==> src/rtl/map_ss_seq_if.sv <==
// Save-state bus: mapper register access (ss_*) plus byte-buffer access (buf_*).
// The sequencer is the master; the mapper/buffer side is the slave.
interface map_ss_seq_if;
    logic        ss_act;
    logic        ss_we;
    logic [7:0]  ss_addr;
    logic [7:0]  ss_wdat;
    logic [7:0]  ss_rdat;
    logic [15:0] buf_addr;
    logic        buf_we;
    logic [7:0]  buf_wdat;
    logic [7:0]  buf_rdat;

    modport master (
        output ss_act, ss_we, ss_addr, ss_wdat,
        input  ss_rdat,
        output buf_addr, buf_we, buf_wdat,
        input  buf_rdat
    );

    modport slave (
        input  ss_act, ss_we, ss_addr, ss_wdat,
        output ss_rdat,
        input  buf_addr, buf_we, buf_wdat,
        output buf_rdat
    );
endinterface

==> src/rtl/map_ss_seq.sv <==
// Save-state sequencer: copies mapper registers 0..SS_REGS-1 to a byte buffer and back.
// Optional MAP_SS_SUM_EN adds an XOR checksum byte stored at BUF_BASE+SS_REGS.
module map_ss_seq #(
    parameter int          SS_REGS  = 128,
    parameter logic [15:0] BUF_BASE = 16'h0000,
    parameter int          M2_TMO   = 255
) (
    input  logic         clk,
    input  logic         rst,
    input  logic         start_save,
    input  logic         start_load,
    input  logic         m2_fall,
    output logic         busy,
    output logic         done,
    output logic         err,
    map_ss_seq_if.master bus
);
    localparam int            TW   = (M2_TMO < 2) ? 1 : $clog2(M2_TMO + 1);
    localparam logic [7:0]    LAST = 8'(SS_REGS - 1);
    localparam logic [TW-1:0] TMO  = TW'(M2_TMO);

    typedef enum logic [3:0] {
        IDLE, S_ADDR, S_STORE, L_FETCH, L_WAIT, L_WRITE, L_HOLD, FIN
`ifdef MAP_SS_SUM_EN
        , S_SUM, L_SFETCH, L_SCHK
`endif
    } state_t;

    state_t        state, state_nxt;
    logic [7:0]    idx, idx_nxt;
    logic [TW-1:0] cnt, cnt_nxt;
    logic          busy_nxt, done_nxt, err_nxt;
    logic          act_nxt, we_nxt, bwe_nxt;
    logic [7:0]    addr_nxt, wdat_nxt, bwdat_nxt;
    logic [15:0]   baddr_nxt;
    logic          fin, abort;
`ifdef MAP_SS_SUM_EN
    logic [7:0]    sum, sum_nxt;
`endif

    // Outputs are registered: each branch below sets the values seen while in the next state.
    // NOTE: every variable gets a default before the case so no path can infer a latch.
    always_comb begin
        state_nxt = state;
        idx_nxt   = idx;
        cnt_nxt   = cnt;
        busy_nxt  = busy;
        done_nxt  = 1'b0;
        err_nxt   = 1'b0;
        act_nxt   = bus.ss_act;
        we_nxt    = bus.ss_we;
        addr_nxt  = bus.ss_addr;
        wdat_nxt  = bus.ss_wdat;
        baddr_nxt = bus.buf_addr;
        bwe_nxt   = 1'b0;
        bwdat_nxt = bus.buf_wdat;
        fin       = 1'b0;
        abort     = 1'b0;
`ifdef MAP_SS_SUM_EN
        sum_nxt   = sum;
`endif
        case (state)
            IDLE: begin
                if (start_save || start_load) begin
                    idx_nxt  = '0;
                    busy_nxt = 1'b1;
                    act_nxt  = 1'b1;
`ifdef MAP_SS_SUM_EN
                    sum_nxt  = '0;
`endif
                    if (start_save) begin
                        state_nxt = S_ADDR;
                        addr_nxt  = '0;
                    end else begin
                        state_nxt = L_FETCH;
                        baddr_nxt = BUF_BASE;
                    end
                end
            end
            S_ADDR: begin
                state_nxt = S_STORE;
                bwe_nxt   = 1'b1;
                bwdat_nxt = bus.ss_rdat;
                baddr_nxt = BUF_BASE + 16'(idx);
`ifdef MAP_SS_SUM_EN
                sum_nxt   = sum ^ bus.ss_rdat;
`endif
            end
            S_STORE: begin
                if (idx == LAST) begin
`ifdef MAP_SS_SUM_EN
                    state_nxt = S_SUM;
                    bwe_nxt   = 1'b1;
                    bwdat_nxt = sum;
                    baddr_nxt = BUF_BASE + 16'(SS_REGS);
`else
                    fin = 1'b1;
`endif
                end else begin
                    idx_nxt   = idx + 8'd1;
                    addr_nxt  = idx + 8'd1;
                    state_nxt = S_ADDR;
                end
            end
            L_FETCH: state_nxt = L_WAIT;
            L_WAIT: begin
                state_nxt = L_WRITE;
                wdat_nxt  = bus.buf_rdat;
                we_nxt    = 1'b1;
                addr_nxt  = idx;
                cnt_nxt   = '0;
`ifdef MAP_SS_SUM_EN
                sum_nxt   = sum ^ bus.buf_rdat;
`endif
            end
            L_WRITE: begin
                // A fall in the first cycle may precede ss_we settling at the mapper, so skip it.
                if (cnt != '0 && m2_fall) begin
                    state_nxt = L_HOLD;
                    we_nxt    = 1'b0;
                end else if (cnt == TMO) begin
                    abort = 1'b1;
                end else begin
                    cnt_nxt = cnt + 1'b1;
                end
            end
            L_HOLD: begin
                if (idx == LAST) begin
`ifdef MAP_SS_SUM_EN
                    state_nxt = L_SFETCH;
                    baddr_nxt = BUF_BASE + 16'(SS_REGS);
`else
                    fin = 1'b1;
`endif
                end else begin
                    idx_nxt   = idx + 8'd1;
                    baddr_nxt = BUF_BASE + 16'(idx + 8'd1);
                    state_nxt = L_FETCH;
                end
            end
            FIN: state_nxt = IDLE;
`ifdef MAP_SS_SUM_EN
            S_SUM:    fin = 1'b1;
            L_SFETCH: state_nxt = L_SCHK;
            L_SCHK: begin
                if (bus.buf_rdat == sum) fin = 1'b1;
                else                     abort = 1'b1;
            end
`endif
            default: state_nxt = IDLE;
        endcase

        if (fin) begin
            state_nxt = FIN;
            busy_nxt  = 1'b0;
            done_nxt  = 1'b1;
            act_nxt   = 1'b0;
            we_nxt    = 1'b0;
        end
        if (abort) begin
            state_nxt = IDLE;
            busy_nxt  = 1'b0;
            err_nxt   = 1'b1;
            act_nxt   = 1'b0;
            we_nxt    = 1'b0;
        end
    end

    // NOTE: sequential state uses non-blocking assignments only, so every register
    // samples the pre-edge values regardless of statement order.
    always_ff @(posedge clk or posedge rst) begin
        if (rst) begin
            state        <= IDLE;
            idx          <= '0;
            cnt          <= '0;
            busy         <= 1'b0;
            done         <= 1'b0;
            err          <= 1'b0;
            bus.ss_act   <= 1'b0;
            bus.ss_we    <= 1'b0;
            bus.ss_addr  <= '0;
            bus.ss_wdat  <= '0;
            bus.buf_addr <= BUF_BASE;
            bus.buf_we   <= 1'b0;
            bus.buf_wdat <= '0;
`ifdef MAP_SS_SUM_EN
            sum          <= '0;
`endif
        end else begin
            state        <= state_nxt;
            idx          <= idx_nxt;
            cnt          <= cnt_nxt;
            busy         <= busy_nxt;
            done         <= done_nxt;
            err          <= err_nxt;
            bus.ss_act   <= act_nxt;
            bus.ss_we    <= we_nxt;
            bus.ss_addr  <= addr_nxt;
            bus.ss_wdat  <= wdat_nxt;
            bus.buf_addr <= baddr_nxt;
            bus.buf_we   <= bwe_nxt;
            bus.buf_wdat <= bwdat_nxt;
`ifdef MAP_SS_SUM_EN
            sum          <= sum_nxt;
`endif
        end
    end
endmodule

==> src/flat_wrapper.sv <==
// flat-port wrapper written by rule: the top's interface ports become plain ports
module map_ss_seq_flat 
#(
    parameter int          SS_REGS  = 128,
    parameter logic [15:0] BUF_BASE = 16'h0000,
    parameter int          M2_TMO   = 255
)
  (clk, rst, start_save, start_load, m2_fall, busy, done, err, bus_ss_act, bus_ss_we, bus_ss_addr, bus_ss_wdat, bus_ss_rdat, bus_buf_addr, bus_buf_we, bus_buf_wdat, bus_buf_rdat);
  map_ss_seq_if bus_i ();
  input  logic clk;
  input  logic rst;
  input  logic start_save;
  input  logic start_load;
  input  logic m2_fall;
  output logic busy;
  output logic done;
  output logic err;
  output wire logic [$bits(bus_i.ss_act)-1:0] bus_ss_act;
  output wire logic [$bits(bus_i.ss_we)-1:0] bus_ss_we;
  output wire logic [$bits(bus_i.ss_addr)-1:0] bus_ss_addr;
  output wire logic [$bits(bus_i.ss_wdat)-1:0] bus_ss_wdat;
  input wire logic [$bits(bus_i.ss_rdat)-1:0] bus_ss_rdat;
  output wire logic [$bits(bus_i.buf_addr)-1:0] bus_buf_addr;
  output wire logic [$bits(bus_i.buf_we)-1:0] bus_buf_we;
  output wire logic [$bits(bus_i.buf_wdat)-1:0] bus_buf_wdat;
  input wire logic [$bits(bus_i.buf_rdat)-1:0] bus_buf_rdat;
  assign bus_ss_act = bus_i.ss_act;
  assign bus_ss_we = bus_i.ss_we;
  assign bus_ss_addr = bus_i.ss_addr;
  assign bus_ss_wdat = bus_i.ss_wdat;
  assign bus_i.ss_rdat = bus_ss_rdat;
  assign bus_buf_addr = bus_i.buf_addr;
  assign bus_buf_we = bus_i.buf_we;
  assign bus_buf_wdat = bus_i.buf_wdat;
  assign bus_i.buf_rdat = bus_buf_rdat;
  map_ss_seq #(.SS_REGS(SS_REGS), .BUF_BASE(BUF_BASE), .M2_TMO(M2_TMO)) u_core (.clk(clk), .rst(rst), .start_save(start_save), .start_load(start_load), .m2_fall(m2_fall), .busy(busy), .done(done), .err(err), .bus(bus_i));
endmodule
==> config.mk <==
export PLATFORM = sky130hd
export DESIGN_NAME = map_ss_seq_flat
export DESIGN_NICKNAME = d
export VERILOG_FILES = /design/src/rtl/map_ss_seq_if.sv /design/src/rtl/map_ss_seq.sv /design/src/flat_wrapper.sv
export SDC_FILE = /design/constraint.sdc
export NUM_CORES = 1
export LEC_CHECK = 0
export CAP_MARGIN = 20
export CORE_ASPECT_RATIO = 1.1
export CORE_MARGIN = 2
export CORE_UTILIZATION = 37
export CTS_CLUSTER_SIZE = 8
export DETAILED_ROUTE_END_ITERATION = 7
export MAX_ROUTING_LAYER = met4
export PLACE_DENSITY_LB_ADDON = 0.2
export SETUP_SLACK_MARGIN = 0.2
export SLEW_MARGIN = 10
export SYNTH_ARGS = -nofsm -noshare
export SYNTH_HDL_FRONTEND = slang
export SYNTH_SLANG_ARGS = --single-unit
==> constraint.sdc <==
create_clock -name clk -period 1.9 [get_ports clk]
set_clock_uncertainty 0.1 [all_clocks]
set_input_delay 0.19 -clock clk [delete_from_list [all_inputs] [get_ports clk]]
set_output_delay 0.19 -clock clk [all_outputs]
set_load 0.01 [all_outputs]
==> impl_metrics.yaml <==
run_status:
  status: "finished with violations"
  violations: "setup timing"
synth:
  yosysSeqAreaShare: 0.481
  synthCells: 296
  synth_commonest_cells: "57 x dfrtp_1, 38 x nand2_1, 21 x mux2_2"
  synthDistinctLibCells: 52
  syn-cell-area_um2: 2960
  synth_top_family_by_area: "simple AND/OR/NAND/NOR gates"
  synth_top_area_frac: 0.481
  synth.mux.area_fraction: 0.0832
  yosys.area_share.simple: 0.201
  async_flop_share: 1.00
  synthAdderAreaFrac: 0.0127
  synth-warning-count: 0
  synth_most_common_cell: "dfrtp_1"
  yosys-top-cells-area: "dfrtp_1 48%, mux2_2 8.0%, nand2_1 4.8%, a21oi_1 3.0%, o21ai_0 2.2%"
  ys_ff_latch: 57
  synth_xor_area_frac: 0.00295
  yosysTopAreaCell: "dfrtp_1"
  synth_ff_type: "dfrtp_1"
  syn_avg_cell_area_um2: 10.0
  synth_edf_count: 0
  synth_compound_area_frac: 0.158
power:
  total_power_mw: 7.34
  powerDensity_nw_per_um2: 1520
  p_leak_nw: 2.12
  peakVddDrop_mv: 0.807
clock_tree:
  cts_buffers: 9
  cts_tree: "done"
  cts_sinks: 57
  htreeDepth: 3
  clk_latency_ps: 340
  clkTransAtPathRegs_ps: 70
  clk_path_buf_depth: 2
  cts_root_buf: "clkbuf_8"
finish:
  syn_to_final_growth_pct: 62.7
  layout.nets: 444
  diodes: 0
  fin_cells: 533
  final_util: 0.616
  final_layout_size_suffix_gt1_frac: 0.381
  finalInstanceArea_um2: 4820
worst_setup_path:
  worstRegToRegCells: 7
  arrival_ps: 2090
  cp-end-kind: "flip-flop"
  crit_type: "flip-flop to flip-flop"
  cp_data_required_time_ps: 2030
  cp-start-kind: "flip-flop"
  worstPathMaxFanout: 6
floorplan:
  coreArea_um2: 7830
  dieArea_um2: 8740
  start_util: 0.379
  die_h_um: 97.9
  fp-row-count: 34
  io_pins: 67
  fp.dieW_um: 89.3
route:
  wl_um: 8640
  ant_nets: 0
  drc: 0
  routed-via-count: 2776
  drtIter0Drc: 96
  via_per_inst: 5.21
  wl_per_cell_um: 16.2
  drt_first_pass_iters: 4
global_routing:
  grt_max_degree: 58
  grtUsageMet3: 0.0423
  grt_busiest_layer: "met2"
  grt_pass1_wl_um: 13300
  antenna_found_initial: 0
  grt_use_total: 0.202
  overflow: 0
  grt_use_met1: 0.247
  grt_pass1_vias: 2689
  grt_use_met2: 0.327
sta:
  rsz0062_at_grt: "true"
  fmax_mhz: 510
  post-route-period-util: 1.03
  hold_slack_ps: 114
  fin_setup_tns_ps: -202
  maxSlewViolCount: 0
  hold_viol_final: 0
  fin_ws_ps: -61.3
  period_minus_slack_ps: 1960
  setup_viol: 7
placement:
  port-buffer-count: 59
  pre_cts_slack_ps: -54.4
  dp.cells: 486
  dp_hpwl_um: 5460
  routabilityCongestion: 0.838
  dpl_cell_area_um2: 3990
job:
  cap_violations: 0
hold_path:
  min_path_type: "primary input to async pin"
==> worst paths after layout <==
path,endpoint,from,slack (ps)
worst max register to register,u_core.cnt[0],u_core.cnt[1],-60
min in group clk,u_core.bus.ss_wdat[7],bus_buf_rdat[7],270
max in group asynchronous,u_core.state[0],rst,1280
worst min register to register,u_core.bus.ss_wdat[1],u_core.bus.ss_wdat[1],370
worst max-delay path,u_core.cnt[0],u_core.cnt[1],-60
worst min-delay path,u_core.bus.ss_wdat[7],rst,110
==> state kept, by name, indices dropped and copies added (netlist names), 3 cells and up <==
name,count
u_core.bus.buf_addr,9
u_core.bus.buf_wdat,8
u_core.bus.ss_addr,8
u_core.bus.ss_wdat,8
u_core.cnt,8
u_core.idx,8
u_core.state,3
==> logic make-up (layout without fill, tap and decap cells) <==
kind of cell	count (synthesis)	count (layout)
DFF	57	57
and+or+nand+nor	110	110
muxes	22	22
AOI/OAI and AO/OA	67	67
other	1	7
buffers and inverters	35	158
xor gates and xnor gates	1	1
adders and majority gates	3	3
==> power breakdown <==
group	internal [mW]	total (mW)	switching, mW
logic	2.36	4.18	1.82
clock network	0.678	1.19	0.513
registers	1.65	1.97	0.321
total	4.69	7.34	2.65
==> layer usage <==
| metal | wire (um) | up-vias |
|---|---|---|
| met3 | 360 | 12 |
| li1 | - | 1310 |
| met1 | 3560 | 1377 |
| met4 | 146 | 0 |
| met2 | 4580 | 77 |
| met5 | 0 | - |
==> final cells by class <==
class                           count  area [um2]
Inverter                            9        37.5
Fill cell                         674        3010
Timing Repair Buffer              133        1310
Tap cell                          108         135
Clock inverter                      4        51.3
Multi-Input combinational cell    210        1710
Sequential cell                    57        1430
Clock buffer                       12         155
==> repair_timing <==
action | 4_1_cts | 5_1_grt
setup endpoints to repair | 42 | 44
gates cloned | 0 | 3
gates resized for setup | 38 | 43
setup buffers | 18 | 10
pin swaps | 13 | 10
hold buffers | 0 | 0
==> critical path, stage by stage (launching register included) <==
cell and delay [ps]:
dfrtp_1 420, ha_2 210, nand4_1 160, buf_4 150, nor3_2 50, buf_4 170, or3_4 340, mux2_2 260
==> layout by cell type, fill, tap and decap left out, types with 7 or more instances in the layout <==
cell type | synthesis | final
a21oi_1 | 18 | 9
nor2_1 | 9 | 9
dfrtp_1 | 57 | 56
mux2_4 | 0 | 16
clkbuf_8 | 0 | 11
nand3_1 | 10 | 8
clkdlybuf4s50_1 | 0 | 59
o21ai_0 | 13 | 10
nor3_1 | 12 | 8
buf_4 | 8 | 53
conb_1 | 1 | 7
nand2_1 | 38 | 36
buf_6 | 1 | 13
No activity file was read; power rests on OpenSTA's default activity.
